--- src/rtl/pipeline_hazard_ctrl.sv ---
// Pipeline hazard controller: load-use stall, redirect flush, data-memory wait FSM with timeout.
// Optional performance counters are built only when PIPE_HAZARD_PERF_EN is defined.
module pipeline_hazard_ctrl #(
    parameter logic [15:0] MAX_WAIT = 16'd255
) (
    input  logic        i_clk,
    input  logic        i_reset,
    input  logic [4:0]  i_id_rs1_addr,
    input  logic [4:0]  i_id_rs2_addr,
    input  logic        i_id_rs1_used,
    input  logic        i_id_rs2_used,
    input  logic [4:0]  i_ex_rd_addr,
    input  logic        i_ex_rd_wren,
    input  logic        i_ex_is_load,
    input  logic        i_ex_pc_sel,
    input  logic        i_mem_req,
    input  logic        i_mem_ack,
    output logic        o_stall_pc,
    output logic        o_stall_if_id,
    output logic        o_stall_id_ex,
    output logic        o_stall_ex_mem,
    output logic        o_stall_mem_wb,
    output logic        o_flush_if_id,
    output logic        o_flush_id_ex,
    output logic        o_flush_mem_wb,
    output logic [1:0]  o_state,
    output logic        o_mem_timeout,
    output logic [31:0] o_stall_cycles,
    output logic [31:0] o_redirects
);

    typedef enum logic [1:0] {
        ST_RUN     = 2'd0,
        ST_WAIT    = 2'd1,
        ST_TIMEOUT = 2'd2
    } state_e;

    state_e      state_q, state_d;
    logic [15:0] wait_cnt_q, wait_cnt_d;
    logic        timeout_q, timeout_d;

    logic load_use;
    logic mem_busy;
    logic redirect_evt;

    assign load_use = i_ex_is_load & i_ex_rd_wren & (i_ex_rd_addr != 5'd0) &
                      ((i_id_rs1_used & (i_id_rs1_addr == i_ex_rd_addr)) |
                       (i_id_rs2_used & (i_id_rs2_addr == i_ex_rd_addr)));
    assign mem_busy = i_mem_req & ~i_mem_ack;

    // Control outputs follow the event priority: timeout, memory busy, redirect, load-use.
    // NOTE: every signal assigned in an always_comb gets a default first, so no latch is inferred.
    always_comb begin
        o_stall_pc     = 1'b0;
        o_stall_if_id  = 1'b0;
        o_stall_id_ex  = 1'b0;
        o_stall_ex_mem = 1'b0;
        o_stall_mem_wb = 1'b0;
        o_flush_if_id  = 1'b0;
        o_flush_id_ex  = 1'b0;
        o_flush_mem_wb = 1'b0;
        redirect_evt   = 1'b0;
        if (!i_reset) begin
            if (state_q == ST_TIMEOUT) begin
                {o_stall_pc, o_stall_if_id, o_stall_id_ex, o_stall_ex_mem, o_stall_mem_wb} = 5'b11111;
            end else if (mem_busy) begin
                {o_stall_pc, o_stall_if_id, o_stall_id_ex, o_stall_ex_mem, o_stall_mem_wb} = 5'b11111;
                o_flush_mem_wb = 1'b1;
            end else if (i_ex_pc_sel) begin
                o_flush_if_id = 1'b1;
                o_flush_id_ex = 1'b1;
                redirect_evt  = 1'b1;
            end else if (load_use) begin
                o_stall_pc    = 1'b1;
                o_stall_if_id = 1'b1;
                o_flush_id_ex = 1'b1;
            end
        end
    end

    always_comb begin
        state_d    = state_q;
        wait_cnt_d = wait_cnt_q;
        timeout_d  = timeout_q;
        case (state_q)
            ST_RUN: begin
                if (mem_busy) begin
                    state_d    = ST_WAIT;
                    wait_cnt_d = 16'd0;
                end
            end
            ST_WAIT: begin
                // An ack arriving on the final allowed cycle still completes normally.
                if (!i_mem_req || i_mem_ack) begin
                    state_d = ST_RUN;
                end else if (wait_cnt_q == MAX_WAIT - 16'd1) begin
                    state_d   = ST_TIMEOUT;
                    timeout_d = 1'b1;
                end else begin
                    wait_cnt_d = wait_cnt_q + 16'd1;
                end
            end
            ST_TIMEOUT: state_d = ST_TIMEOUT;
            default:    state_d = ST_RUN;
        endcase
    end

    // NOTE: sequential state uses non-blocking assignments so all flops update together at the edge.
    always_ff @(posedge i_clk) begin
        if (i_reset) begin
            state_q    <= ST_RUN;
            wait_cnt_q <= 16'd0;
            timeout_q  <= 1'b0;
        end else begin
            state_q    <= state_d;
            wait_cnt_q <= wait_cnt_d;
            timeout_q  <= timeout_d;
        end
    end

    assign o_state       = state_q;
    assign o_mem_timeout = timeout_q & ~i_reset;

`ifdef PIPE_HAZARD_PERF_EN
    logic [31:0] stall_cycles_q, stall_cycles_d;
    logic [31:0] redirects_q, redirects_d;

    always_comb begin
        stall_cycles_d = stall_cycles_q + {31'd0, o_stall_pc};
        redirects_d    = redirects_q + {31'd0, redirect_evt};
    end

    always_ff @(posedge i_clk) begin
        if (i_reset) begin
            stall_cycles_q <= 32'd0;
            redirects_q    <= 32'd0;
        end else begin
            stall_cycles_q <= stall_cycles_d;
            redirects_q    <= redirects_d;
        end
    end

    assign o_stall_cycles = stall_cycles_q;
    assign o_redirects    = redirects_q;
`else
    logic unused_perf;
    assign unused_perf    = redirect_evt;
    assign o_stall_cycles = 32'h0;
    assign o_redirects    = 32'h0;
`endif

endmodule
--- config.mk ---
export PLATFORM = sky130hd
export DESIGN_NAME = pipeline_hazard_ctrl
export DESIGN_NICKNAME = d
export VERILOG_FILES = /design/src/rtl/pipeline_hazard_ctrl.sv
export SDC_FILE = /design/constraint.sdc
export NUM_CORES = 1
export LEC_CHECK = 0
export BUFFER_PORTS_ARGS = -buffer_cell sky130_fd_sc_hd__clkbuf_2
export CAP_MARGIN = 20
export CORE_MARGIN = 10
export CORE_UTILIZATION = 48
export CTS_CLUSTER_SIZE = 12
export DETAILED_ROUTE_END_ITERATION = 7
export GPL_TIMING_DRIVEN = 0
export PLACE_DENSITY_LB_ADDON = 0.3
export RECOVER_POWER = 50
export SETUP_SLACK_MARGIN = 0.4
export SYNTH_ARGS = -nofsm -noshare
export SYNTH_HDL_FRONTEND = slang
export SYNTH_SLANG_ARGS = --single-unit
--- constraint.sdc ---
create_clock -name i_clk -period 5.3 [get_ports i_clk]
set_clock_uncertainty 0.05 [all_clocks]
set_input_delay 0.53 -clock i_clk [delete_from_list [all_inputs] [get_ports i_clk]]
set_output_delay 0.53 -clock i_clk [all_outputs]
set_load 0.02 [all_outputs]
Word-level counts from Yosys, hierarchy flattened

Index checks and enable logic that the tools add are counted.
W data, S select, Z words.

Memories: 0
Logic and storage cells: 58
Output and inout port bits: 75
RAM bits: 0
ROM bits: 0
Bits in latches: 0
Input port bits: 24
Flip-flop bits (word level): 19

Shift operators: 0
Equal/unequal tests: 9
Multipliers: 0
Reductions and logical operators: 8
Div/mod/pow operators: 0
Muxes and demuxes: 26
Magnitude comparators: 0
Bitwise operators: 11
Add/subtract/negate cells: 1

Operator list:

| cell                    | count |
|---|---|
| $mux W16                | 3 |
| $pmux W16 S2            | 1 |
| $mux W1                 | 18 |
| $add A16 B1 Y16 const B | 1 |
| $eq A16 B8 Y1 const B   | 1 |
| $eq A5 B5 Y1            | 2 |
| $and A1 B1 Y1           | 7 |
| $mux W2                 | 3 |
| $ne A2 B2 Y1 const B    | 3 |
| $pmux W2 S3             | 1 |
| $reduce_bool A5 Y1      | 1 |
| $reduce_and A4 Y1       | 1 |
| $ne A3 B3 Y1 const B    | 1 |
| $not A1 Y1              | 3 |
| $reduce_and A3 Y1       | 1 |
| $eq A2 B1 Y1 const B    | 1 |
| $eq A2 B2 Y1 const B    | 1 |
| $logic_not A2 Y1        | 1 |
| $reduce_and A2 Y1       | 1 |
| $reduce_bool A2 Y1      | 1 |
| $logic_not A1 Y1        | 1 |
| $logic_or A1 B1 Y1      | 1 |
| $or A1 B1 Y1            | 1 |

Depth between registers and ports, before layout

Depth in word-level cells: 9
Gate-level depth with buffers: 6
Gate-level depth less buffers: 5

Worst setup path before layout

Ideal clock, no wire load.

Kind: input to output
From: input port i_reset
To: output port o_stall_pc
Arrival: 1724 ps
Stages on the path: 4
Setup slack: 2996 ps
Buffers on the path: 2
Path through: clkbuf_1 a21oi_1 o21bai_1 buf_4

Cells in the longest elaborated chain, start to end: 1

Ends and longest elaborated chain:

| item            | line | source |
|---|---|---|
| start, declared | 7    | `input logic i_reset,` |
| $mux W1         | n/a  |  |
| end, declared   | 18   | `output logic o_stall_pc,` |

No other way between the ends.

Worst setup path in the final report

From: input port i_reset
To: output port o_stall_pc

Cells in the longest elaborated chain, start to end: 1

Ends and longest elaborated chain:

| item    | line | source |
|---|---|---|
| $mux W1 | 63   | `if (!i_reset) begin` |

No other way between the ends.

==> flow_metrics.tcl <==
set metrics [dict create \
    hold_violations 0 \
    initial_core_util 0.506 \
    worst_pin_slew_ns 0.841 \
    layout.nets 348 \
    io-pin-count 99 \
    final_core_util 0.649 \
    synth_area_leader_cell "buf_4" \
    floorplan.die.height_microns 80.0 \
    number_of_enable_flip_flop_cells_after_synthesis 0 \
    synth-warning-count 0 \
    grt_pass1_vias 1505 \
    drc_errors 0 \
    overflow 0 \
    root_buffer "clkbuf_4" \
    cts-resized-gates 0 \
    numClockSinks 19 \
    chipWidth_microns 80.0 \
    place_hpwl_microns 3810 \
    layout-drive-gt1-share 0.333 \
    setup_viol 0 \
    period_utilisation_layout 0.450 \
    netlist_cell_types 45 \
    portBuffers 34 \
    slew_headroom 0.438 \
    p_sw_w 0.000123 \
    clkSlewWorstSetupHoldPaths_ns 0.12 \
    largest_voltage_drop_on_the_vdd_net_mv 0.155 \
    yosys_register_bits 19 \
    post_cts_buffers 0 \
    register_share_of_total_power 0.421 \
    ys.flop_type "dfxtp_1" \
    worst-setup-path-type "input port to output port" \
    tritoncts "done" \
    worst_min_delay_path_class "flop to flop" \
    run_status "completed" \
    finalWirelength_microns 4360 \
    fill_cells 326 \
    core_area_sq_um 3420 \
    cts_hold_repair.buffers 0 \
    finalMaxSlewViolations 0 \
    cts-root-to-sink-buffers 2 \
    fp.dieArea_sq_um 6400 \
    routabilityCongestion 0.880 \
    routed_wire_length_per_instance_microns 11.9 \
    share_clk_of_total_power 0.224 \
    power-per-cell-area_nw_per_um2 155 \
    wire_length_of_the_first_global_routing_pass_microns 7120 \
    placed_cells_incl_taps 363 \
    routed_via_density 4.35 \
    clock_tree.htree_level_count 1 \
    antenna_violating_nets_post_route 0 \
    cellLeakagePower_nw 1.10 \
    post_syn_instances 220 \
    final_period_minus_worst_setup_slack_ns 2.38 \
    postSynthAreaPerCell_sq_um 7.86 \
    hold-worst-slack_ns 0.419 \
    number_of_antenna_violations_at_the_first_check_in_global_routing 0 \
    share_comb_of_total_power 0.355 \
    router_iterations_before_antenna_repair 4 \
    synth_top_area_share 0.291 \
    max-cap-violations 0 \
    setup.worst_path.end_class "output port" \
    dr_total_vias 1597 \
    asyncSetResetFlopFracSynth 0 \
    grt_usage 0.134 \
    post_synth_main_area_contributors "buf_4 29%, dfxtp_1 22%, a21oi_1 4.1%" \
    drt-initial-drc-count 102 \
    grt_setup_unrepaired "no" \
    area.growth.synth_to_final_pct 28.1 \
    ys_seq_area_frac 0.220 \
    p_total_w 0.000344 \
    fin_setup_tns_ns 0 \
    maxClockFrequency_mhz 420 \
    timing.critical_path.arrival_ns 1.80 \
    critPathRequiredTime_ns 4.72 \
    grt_start_max_net_pins 12 \
    timing.critical_path.from_type "input port" \
    number_of_buffers_created_by_cts 3 \
    crit_path_max_fanout 10 \
    stdcell_count 367 \
    p_int_w 0.000222 \
    syn-cell-area_sq_um 1730 \
    synth_most_common_cell "buf_4" \
    diodes 0 \
    synth.top_cells.by_count "67 x buf_4, 19 x dfxtp_1, 16 x nand2_1" \
    netSwitchingFraction 0.356 \
    clock_latency_ns 0.30 \
    num_rows 21 \
]
-- sequential cells by signal, indices dropped and copies added, names as in the netlist --
signal,cells
o_state,2
wait_cnt_q,16
timeout_q,1
-- layer usage --
| metal | vias up | routed length (microns) | part of all wire | track usage |
|---|---|---|---|---|
| met4 | 0 | 23 | 0.0053 | 0.0229 |
| met3 | 4 | 468 | 0.11 | 0.0642 |
| met2 | 59 | 2220 | 0.51 | 0.244 |
| met1 | 690 | 1650 | 0.38 | 0.138 |
| met5 | - | 0 | 0 | 0 |
| li1 | 844 | - | - | - |
-- area by class of cell --
cell class,count,area [sq um],share of cell area
clock inverter,1,5.00,0.00226
inverter,8,30.0,0.0136
tap,46,57.6,0.0260
timing repair buffer,34,165,0.0745
buffer,72,522,0.235
clock buffer,3,22.5,0.0102
sequential,19,380,0.172
multi-input combinational,184,1030,0.466
-- placed cells by master (no fill, tap or decap), types with 3 or more instances in the layout --
cell      synthesis  final
clkbuf_4          0      3
a21oi_1          14     14
o31ai_1           3      3
conb_1            1     64
mux2i_1           3      3
buf_4            67     67
or4_1             4      4
xnor2_1           3      3
nor2_1            6      6
inv_1             8      8
nand2b_1          5      5
clkbuf_1          5      9
clkbuf_2          0     30
dfxtp_1          19     19
a2111o_1          3      3
o21ai_0           4      4
nand4_1           3      3
nand2_1          16     16
nor4_1            5      5
nand3_1           7      7
xor2_1            8      8
-- stage by stage --
step / cell area, sq um / setup WS [ns]
CTS: 2220 / 3.00
detailed placement: 2190 / 2.86
floorplan: 1970 / 3.00
finish: 2220 / 2.92
global route: 2220 / 2.81
global placement: 2190 / 2.96
-- worst max-delay path, cell delays in order --
cell	delay, ns
clkbuf_1	0.25
clkbuf_1	0.39
a21oi_1	0.15
o21bai_1	0.20
buf_4	0.14
clkbuf_2	0.15
-- worst paths after layout --
kind                                  from       endpoint  slack (ns)  cells past startpoint
worst min register to register   timeout_q      timeout_q        0.42                      2
worst max register to register  o_state[1]  wait_cnt_q[9]        3.13                      5
worst max-delay path               i_reset     o_stall_pc        2.92                      6
worst min-delay path             timeout_q      timeout_q        0.42                      2
-- logic make-up after synthesis --
family	synth area share
AOI/OAI and AO/OA	0.136
xor gates and xnor gates	0.0557
adders and majority gates	0.0145
buffers and inverters	0.319
DFF	0.220
muxes	0.0174
other	0.00217
and+or+nand+nor	0.235
-- power groups by stage --
stage	clock [W]	combinational (W)	sequential, W
floorplan	0	0.0000990	0.000148
finish	0.0000772	0.000122	0.000145
global placement	0	0.000118	0.000148
detailed placement	0	0.000119	0.000148
global route	0.0000845	0.000133	0.000145
CTS	0.0000783	0.000119	0.000145
No activity file was read; power rests on OpenSTA's default activity.
